[src/rtl/pipeline_hazard_ctrl.sv]
// pipeline_hazard_ctrl
//   Stall/flush/halt sequencer for the 5-stage WISC-15 pipeline (IF ID EX MEM WB).
//   Detects load-use hazards, squashes wrong-path work on EX redirects, freezes
//   the pipe while data memory is busy and drains in-flight work after HLT.
//
// Ports
//   clk, rst            rising-edge clock, asynchronous active-high reset
//   id_opcode/rs/rt     decoded fields of the instruction in ID
//   id_valid            ID holds a real instruction (not a bubble)
//   ex_mem_read, ex_rd  EX holds a LW and its destination register
//   ex_redirect         EX resolved a taken branch/call/ret this cycle
//   mem_busy            data memory not ready, MEM must hold
//   pc_stall            hold PC
//   ifid_stall          hold IF/ID
//   ifid_flush          load NOP into IF/ID
//   idex_flush          load bubble into ID/EX
//   exmem_stall         hold ID/EX, EX/MEM and MEM/WB
//   halted              registered, high once the drain after HLT completes
//   stall_count         saturating count of cycles spent with pc_stall high
module pipeline_hazard_ctrl #(
  parameter int DRAIN_CYCLES = 4,
  parameter int CNT_W        = 16
) (
  input  logic             clk,
  input  logic             rst,
  input  logic [3:0]       id_opcode,
  input  logic [3:0]       id_rs,
  input  logic [3:0]       id_rt,
  input  logic             id_valid,
  input  logic             ex_mem_read,
  input  logic [3:0]       ex_rd,
  input  logic             ex_redirect,
  input  logic             mem_busy,
  output logic             pc_stall,
  output logic             ifid_stall,
  output logic             ifid_flush,
  output logic             idex_flush,
  output logic             exmem_stall,
  output logic             halted,
  output logic [CNT_W-1:0] stall_count
);

  localparam int DCW = (DRAIN_CYCLES > 2) ? $clog2(DRAIN_CYCLES) : 1;
  localparam logic [DCW-1:0] DRAIN_INIT = DCW'(DRAIN_CYCLES - 1);

  typedef enum logic [1:0] {
    ST_RUN    = 2'd0,
    ST_DRAIN  = 2'd1,
    ST_HALTED = 2'd2
  } state_t;

  state_t           r_state;
  state_t           w_state_nxt;
  logic [DCW-1:0]   r_drain_cnt;
  logic [DCW-1:0]   w_drain_nxt;
  logic             r_halted;
  logic [CNT_W-1:0] r_stall_count;

  logic w_rs_used;
  logic w_rt_used;
  logic w_load_use;
  logic w_hlt;
  logic w_drain_last;

  // Source-operand usage by opcode class; 1010-1111 read no registers.
  assign w_rs_used  = (id_opcode <= 4'd9);
  assign w_rt_used  = (id_opcode <= 4'd4) || (id_opcode == 4'd9);

  // R0 is hard-wired zero, so a load targeting it never creates a dependency.
  assign w_load_use = id_valid & ex_mem_read & (ex_rd != 4'd0) &
                      ((w_rs_used & (ex_rd == id_rs)) |
                       (w_rt_used & (ex_rd == id_rt)));

  assign w_hlt = id_valid & (id_opcode == 4'hF);

  // The HLT cycle plus DRAIN_CYCLES-1 drain cycles make halted rise exactly
  // DRAIN_CYCLES edges after HLT sat in ID: leave DRAIN on the cycle whose
  // decrement reaches zero.
  assign w_drain_last = (r_drain_cnt == DCW'(0)) || (r_drain_cnt == DCW'(1));

  always_comb begin
    pc_stall    = 1'b0;
    ifid_stall  = 1'b0;
    ifid_flush  = 1'b0;
    idex_flush  = 1'b0;
    exmem_stall = 1'b0;
    w_state_nxt = r_state;
    w_drain_nxt = r_drain_cnt;
    case (r_state)
      ST_RUN: begin
        if (mem_busy) begin
          // Redirect is held in EX and re-evaluated once memory is ready.
          pc_stall    = 1'b1;
          ifid_stall  = 1'b1;
          exmem_stall = 1'b1;
        end else if (ex_redirect) begin
          // Also squashes a HLT sitting in ID, so no drain starts.
          ifid_flush = 1'b1;
          idex_flush = 1'b1;
        end else if (w_load_use) begin
          pc_stall   = 1'b1;
          ifid_stall = 1'b1;
          idex_flush = 1'b1;
        end else if (w_hlt) begin
          pc_stall    = 1'b1;
          ifid_flush  = 1'b1;
          w_state_nxt = ST_DRAIN;
          w_drain_nxt = DRAIN_INIT;
        end
      end
      ST_DRAIN: begin
        // Nothing younger than HLT is live, so ex_redirect is ignored here.
        pc_stall   = 1'b1;
        ifid_flush = 1'b1;
        idex_flush = 1'b1;
        if (mem_busy) begin
          ifid_stall  = 1'b1;
          exmem_stall = 1'b1;
        end else if (w_drain_last) begin
          w_state_nxt = ST_HALTED;
          w_drain_nxt = '0;
        end else begin
          w_drain_nxt = r_drain_cnt - DCW'(1);
        end
      end
      ST_HALTED: begin
        pc_stall    = 1'b1;
        ifid_stall  = 1'b1;
        exmem_stall = 1'b1;
      end
      default: begin
        w_state_nxt = ST_RUN;
        w_drain_nxt = '0;
      end
    endcase
  end

  always_ff @(posedge clk or posedge rst) begin
    if (rst) begin
      r_state       <= ST_RUN;
      r_drain_cnt   <= '0;
      r_halted      <= 1'b0;
      r_stall_count <= '0;
    end else begin
      r_state     <= w_state_nxt;
      r_drain_cnt <= w_drain_nxt;
      r_halted    <= (w_state_nxt == ST_HALTED);
      // Halted cycles are not counted; the counter saturates instead of wrapping.
      if (pc_stall && (r_state != ST_HALTED) && (r_stall_count != '1))
        r_stall_count <= r_stall_count + CNT_W'(1);
    end
  end

  assign halted      = r_halted;
  assign stall_count = r_stall_count;

endmodule

[config.mk]
export PLATFORM = sky130hd
export DESIGN_NAME = pipeline_hazard_ctrl
export DESIGN_NICKNAME = d
export VERILOG_FILES = /design/src/rtl/pipeline_hazard_ctrl.sv
export SDC_FILE = /design/constraint.sdc
export NUM_CORES = 1
export LEC_CHECK = 0
export ABC_AREA = 1
export CAP_MARGIN = 30
export CORE_MARGIN = 5
export CORE_UTILIZATION = 35
export CTS_BUF_LIST = sky130_fd_sc_hd__clkbuf_2
export CTS_CLUSTER_DIAMETER = 50
export CTS_CLUSTER_SIZE = 24
export DETAILED_ROUTE_END_ITERATION = 6
export GPL_TIMING_DRIVEN = 0
export PLACE_DENSITY_LB_ADDON = 0.08
export SYNTH_ARGS = -nofsm -noshare
export SYNTH_HDL_FRONTEND = slang
export SYNTH_SLANG_ARGS = --single-unit
export TNS_END_PERCENT = 20
[constraint.sdc]
create_clock -name clk -period 5.03 [get_ports clk]
set_input_delay 0.503 -clock clk [delete_from_list [all_inputs] [get_ports clk]]
set_output_delay 0.503 -clock clk [all_outputs]
set_load 0.05 [all_outputs]
**Word level (Yosys, flattened, before mapping)**

Index checks and enable logic that the tools add are counted.

- $add $sub $neg: 2
- Multiply operators: 0
- Divide/modulo/power cells: 0
- Magnitude comparators: 2
- Equality and inequality tests: 15
- Shift operators: 0
- Multiplexer cells: 32
- Bitwise operators: 8
- Reduce and logical (&&, ||, !) cells: 10

Operators by type and width:

| cell | number |
|---|---|
| 2-to-1 mux 2 bit | 12 |
| adder 16 x 1 -> 16 bit, second input constant | 1 |
| inequality test 16 bit, second input constant | 1 |
| 2-to-1 mux 1 bit | 13 |
| inequality test 2 bit, second input constant | 6 |
| one-hot mux 2 bit (3 select lines) | 2 |
| == test 4 bit | 2 |
| == test 4 bit, second input constant | 2 |
| one-hot mux 1 bit (2 select lines) | 4 |
| AND 1 bit | 6 |
| AND reduction 6 bit | 1 |
| == test 2 x 1 -> 1 bit, second input constant | 2 |
| == test 2 bit, second input constant | 2 |
| less-or-equal comparator 4 x 3 -> 1 bit, second input constant | 1 |
| less-or-equal comparator 4 bit, second input constant | 1 |
| logical NOT 2 bit | 2 |
| nonzero test 4 bit | 1 |
| OR reduction 2 bit | 2 |
| one-hot mux 1 bit (3 select lines) | 1 |
| logical AND 1 bit | 2 |
| logical OR 1 bit | 2 |
| subtractor 2 x 1 -> 2 bit, second input constant | 1 |
| NOT 1 bit | 1 |
| OR 1 bit | 1 |

- Register bits: 21
- Bits in latches: 0
- RAM bits: 0
- Bits in read-only memories: 0
- Bits of input ports: 22
- Output and inout port bits: 22
- Word-level logic and storage cells: 73
- Memories kept: 0

**Logic depth before layout (Yosys ltp)**

- Depth in word-level cells: 11
- Mapped depth: 12
- Depth with buffers taken out: 11

**Worst setup path after synthesis**

No wires, ideal clock.

- Path type: register to output
- Start point: reg r_state[1]
- End point: out idex_flush
- Arrival time: 2.049 ns
- Data required time: 4.527 ns
- Setup slack: 2.478 ns
- Stages on the path, launching flop included: 7
- Buffers on the path: 0
- Path through: dfrtp_1 > inv_1 > ha_1 > inv_1 > nor2_1 > inv_1 > o21ai_0

- Word-level cells in the longest chain between the ends: 2
- Elaborated cells between the ends (all ways): 3
- Those cells by class: 1 x eq/ne; 1 x mux; 1 x reduce/logical

Ends and longest elaborated chain:

| item | line | source |
|---|---|---|
| from (decl) | 52 | `state_t r_state;` |
| from (signal assigned) | 145 | `r_state <= w_state_nxt;` |
| == test 2 x 1 -> 1 bit / logical NOT 2 bit (equally long branches) | 89 | `case (r_state)` |
| one-hot mux 1 bit (2 select lines) * | 89 |  |
| to (decl) | 37 | `output logic idex_flush,` |

Every way passes the cells marked *; elsewhere a longest branch is shown, timed or not.

**Worst setup path in the final report**

- Start point: reg r_state[1]
- End point: out ifid_stall

- Word-level cells in the longest chain between the ends: 2
- Elaborated cells between the ends (all ways): 4
- Those cells by class: 2 x eq/ne; 1 x mux; 1 x reduce/logical

Ends and longest elaborated chain:

| item | line | source |
|---|---|---|
| == test 2 bit, or another cell as far along | 89 |  |
| one-hot mux 1 bit (3 select lines) * | 89 |  |
| to (decl) | 35 | `output logic ifid_stall,` |

Marks and branches as above.

==> impl_results.md <==
- Commonest non-fill, non-tap cell in the layout: nand2_1
- Worst-case vdd ir drop: 340.6 uV
- Crit-path max cell delay: 820 ps
- I/O pin count: 44
- Compound-gate portion of the synthesized area: 5.923%
- Hold_ws: 555.9 ps
- Status: finished clean
- Required @ worst endpoint: 4530 ps
- Global Route Usage Sum: 13.77%
- Clock transition at path regs: 210 ps
- Layout area overhead: 31.69%
- Post-CTS Hold Buffers: 0
- Max clock buf depth: 2
- # rows: 24
- Critical path type: flip-flop to primary output
- Clock period minus worst slack: 3140 ps
- FMAX: 318.4 MHz
- Most frequent cells in the layout: nand2_1, clkdlybuf4s50_1, inv_1
- Largest family of logic cells by synthesized area: simple AND/OR/NAND/NOR gates
- First-pass GRT wire length: 6.982 mm
- Synth Area in Adders: 3.846%
- Antenna Nets Post-Route: 0
- RD Place Congestion: 0.8451
- DRC viols: 0
- Pwr Total: 784.8 uW
- Setup TNS Final: 0 ps
- Crit. End Element: primary output
- Critical path data arrival time: 2640 ps
- R2R depth: 9
- Nets: 318
- Core area: 0.004444 mm^2
- DR vias: 1,632
- Crit path max-delay family: buffers and inverters
- Final period utilization: 62.43%
- Chip Height: 78.17 um
- Crit-path max FO: 5
- Area leader, netlist: dfrtp_1
- Die ar.: 0.006111 mm^2
- Hold Vio Cnt, Final: 0
- Final setup fails: 0
- Vias in the first global route: 1,514
- Worst Hold Depth: 2
- Synth Area in Simple Gates: 40.31%
- Worst setup SP type: flip-flop
- RSZ-0062 raised after global routing: no
- Min-delay worst type: flip-flop to flip-flop
- Hold Startpoint: stall_count[9]
- Fin Clk Skew: 17.45 ps
- Register area share after synthesis: 32.31%
- Clock sinks: 21
- CTS root buffer: clkbuf_2
- Post-synth cell types: 26
- Maxcap violations: 0
- Post-Syn Instances: 243
- Initial core utilization: 36.60%
- Slew @ Worst Pin: 778.0 ps
- Reg2reg end: stall_count[3]
- Synth Area in XOR/XNOR: 7.538%
- Multiplexer share of the synthesized area: 0%
- Max H-tree Level: 1
- Largest cells by area after synthesis: dfrtp_1, nand2_1, inv_1
- CP max-delay cell: clkdlybuf4s50_1
- CTS tree: yes
- Launch point of the worst reg-to-reg path: stall_count[0]
- Post-CTS sizing: 0
- Cell Pwr Density: 366.4 mW/mm^2
- Share of the synthesized area in the top cell type: 32.31%
- Share of layout cells above drive strength 1: 5.172%
- Setup bufs post-CTS: 0
- Final wirelength: 3.933 mm
- Final Max Tran Viols: 0
- Synth Register Bits: 21
- I/O Buffers: 43
- CP Cell Sequence: inv_1 -> ha_1 -> inv_1 -> o21ai_0 -> nor2_1 -> a21oi_1 -> clkdlybuf4s50_1
- GR Overflow Total: 0
- # diodes: 0
- Post-synthesis area per instance: 6.694 um^2
- Warnings from Yosys: 0
- Initial antenna violation count: 0
- Lkg Pwr: 0.001052 uW
- Buf+Inv Stages, Crit Path: 3
- R2R setup slack: 3000 ps
- Initial DRC count: 125
- Clk Latency, worst-skew pair: 340 ps
- Die width: 78.17 um
- Synthesized Nets: 270
- CTS Buf Count: 3
- Slew margin rel.: 48.08%
- Largest net degree at the start of global routing: 22
- Worst Hold End: stall_count[9]
- DRT Pass-1 Iters: 4
- Top cell by count, worst path: inv_1
- DP HPWL: 3.154 mm
- WL/cell: 11.50 um
- Post-synthesis cell area: 0.001627 mm^2
- Via-per-instance ratio: 4.772
sequential cells by signal, summed over array words and instances, names as in the netlist:
name,count
halted,1
r_drain_cnt,2
r_state,2
stall_count,16
synthesized netlist by cell type (all sizes together):
cell type,number
nand2,87
inv,35
nor2,26
dfrtp,21
nand4,19
nand3,13
xnor2,7
xor2,7
ha,5
o21ai,5
a21oi,3
a31oi,3
buf,3
a22oi,2
nor3,2
o211ai,2
a211oi,1
clkbuf,1
clkinv,1
metal layers:
metal / share of wire [%] / GRT usage (%) / up-vias
li1: - / - / 876
met1: 49 / 19.51 / 709
met2: 44 / 21.92 / 45
met3: 5.6 / 3.432 / 2
met4: 0.48 / 1.573 / 0
met5: 0 / 0 / -
per-stage QoR:
step	worst slack [ps]	cell area, um^2	util [%]	cells
final	1890	2142	48.20	342
after floorplan	2478	1627	-	243
after CTS	1882	2142	48.20	342
after global routing	1645	2142	48.20	342
after global placement	1953	2122	47.75	338
after detailed placement	1939	2122	47.75	338
worst register-to-register path: stages (launching register included):
cell     delay, ps
dfrtp_1        490
ha_1           270
nand3_2        120
nor2_4          60
nand4_1        130
nor2_2          50
nor2_2         320
buf_2          300
nand4_1        140
nand2_1        100
cell families after synthesis:
group,count (synthesis)
AO/OA/AOI/OAI,16
XOR/XNOR,14
adder cells (fa/ha/maj),5
buffers and inverters,40
flip-flops,21
AND/OR/NAND/NOR,147
worst max-delay path by stage:
stage | cells after the start | startpoint | endpoint
4_1_cts | 9 | r_state[1] | pc_stall
6_report | 7 | r_state[1] | ifid_stall
2_1_floorplan | 6 | r_state[1] | idex_flush
3_5_place_dp | 10 | ex_rd[3] | ifid_stall
5_1_grt | 9 | r_state[1] | pc_stall
3_3_place_gp | 10 | ex_rd[0] | ifid_stall
power by group:
part           internal (uW)  switching, uW
registers                203           37.7
logic                    163            310
clock network           18.0           53.9
area by class of cell:
type | count | area [um^2]
fillers | 477 | 2302
clock inverters | 1 | 5.005
multi-input cells | 182 | 937.1
repair buffers | 43 | 430.4
flip-flops and latches | 21 | 525.5
inverters | 36 | 135.1
well taps | 52 | 65.06
plain buffers | 4 | 28.78
clock buffers | 3 | 15.01
(Power assumes the default switching activity.)
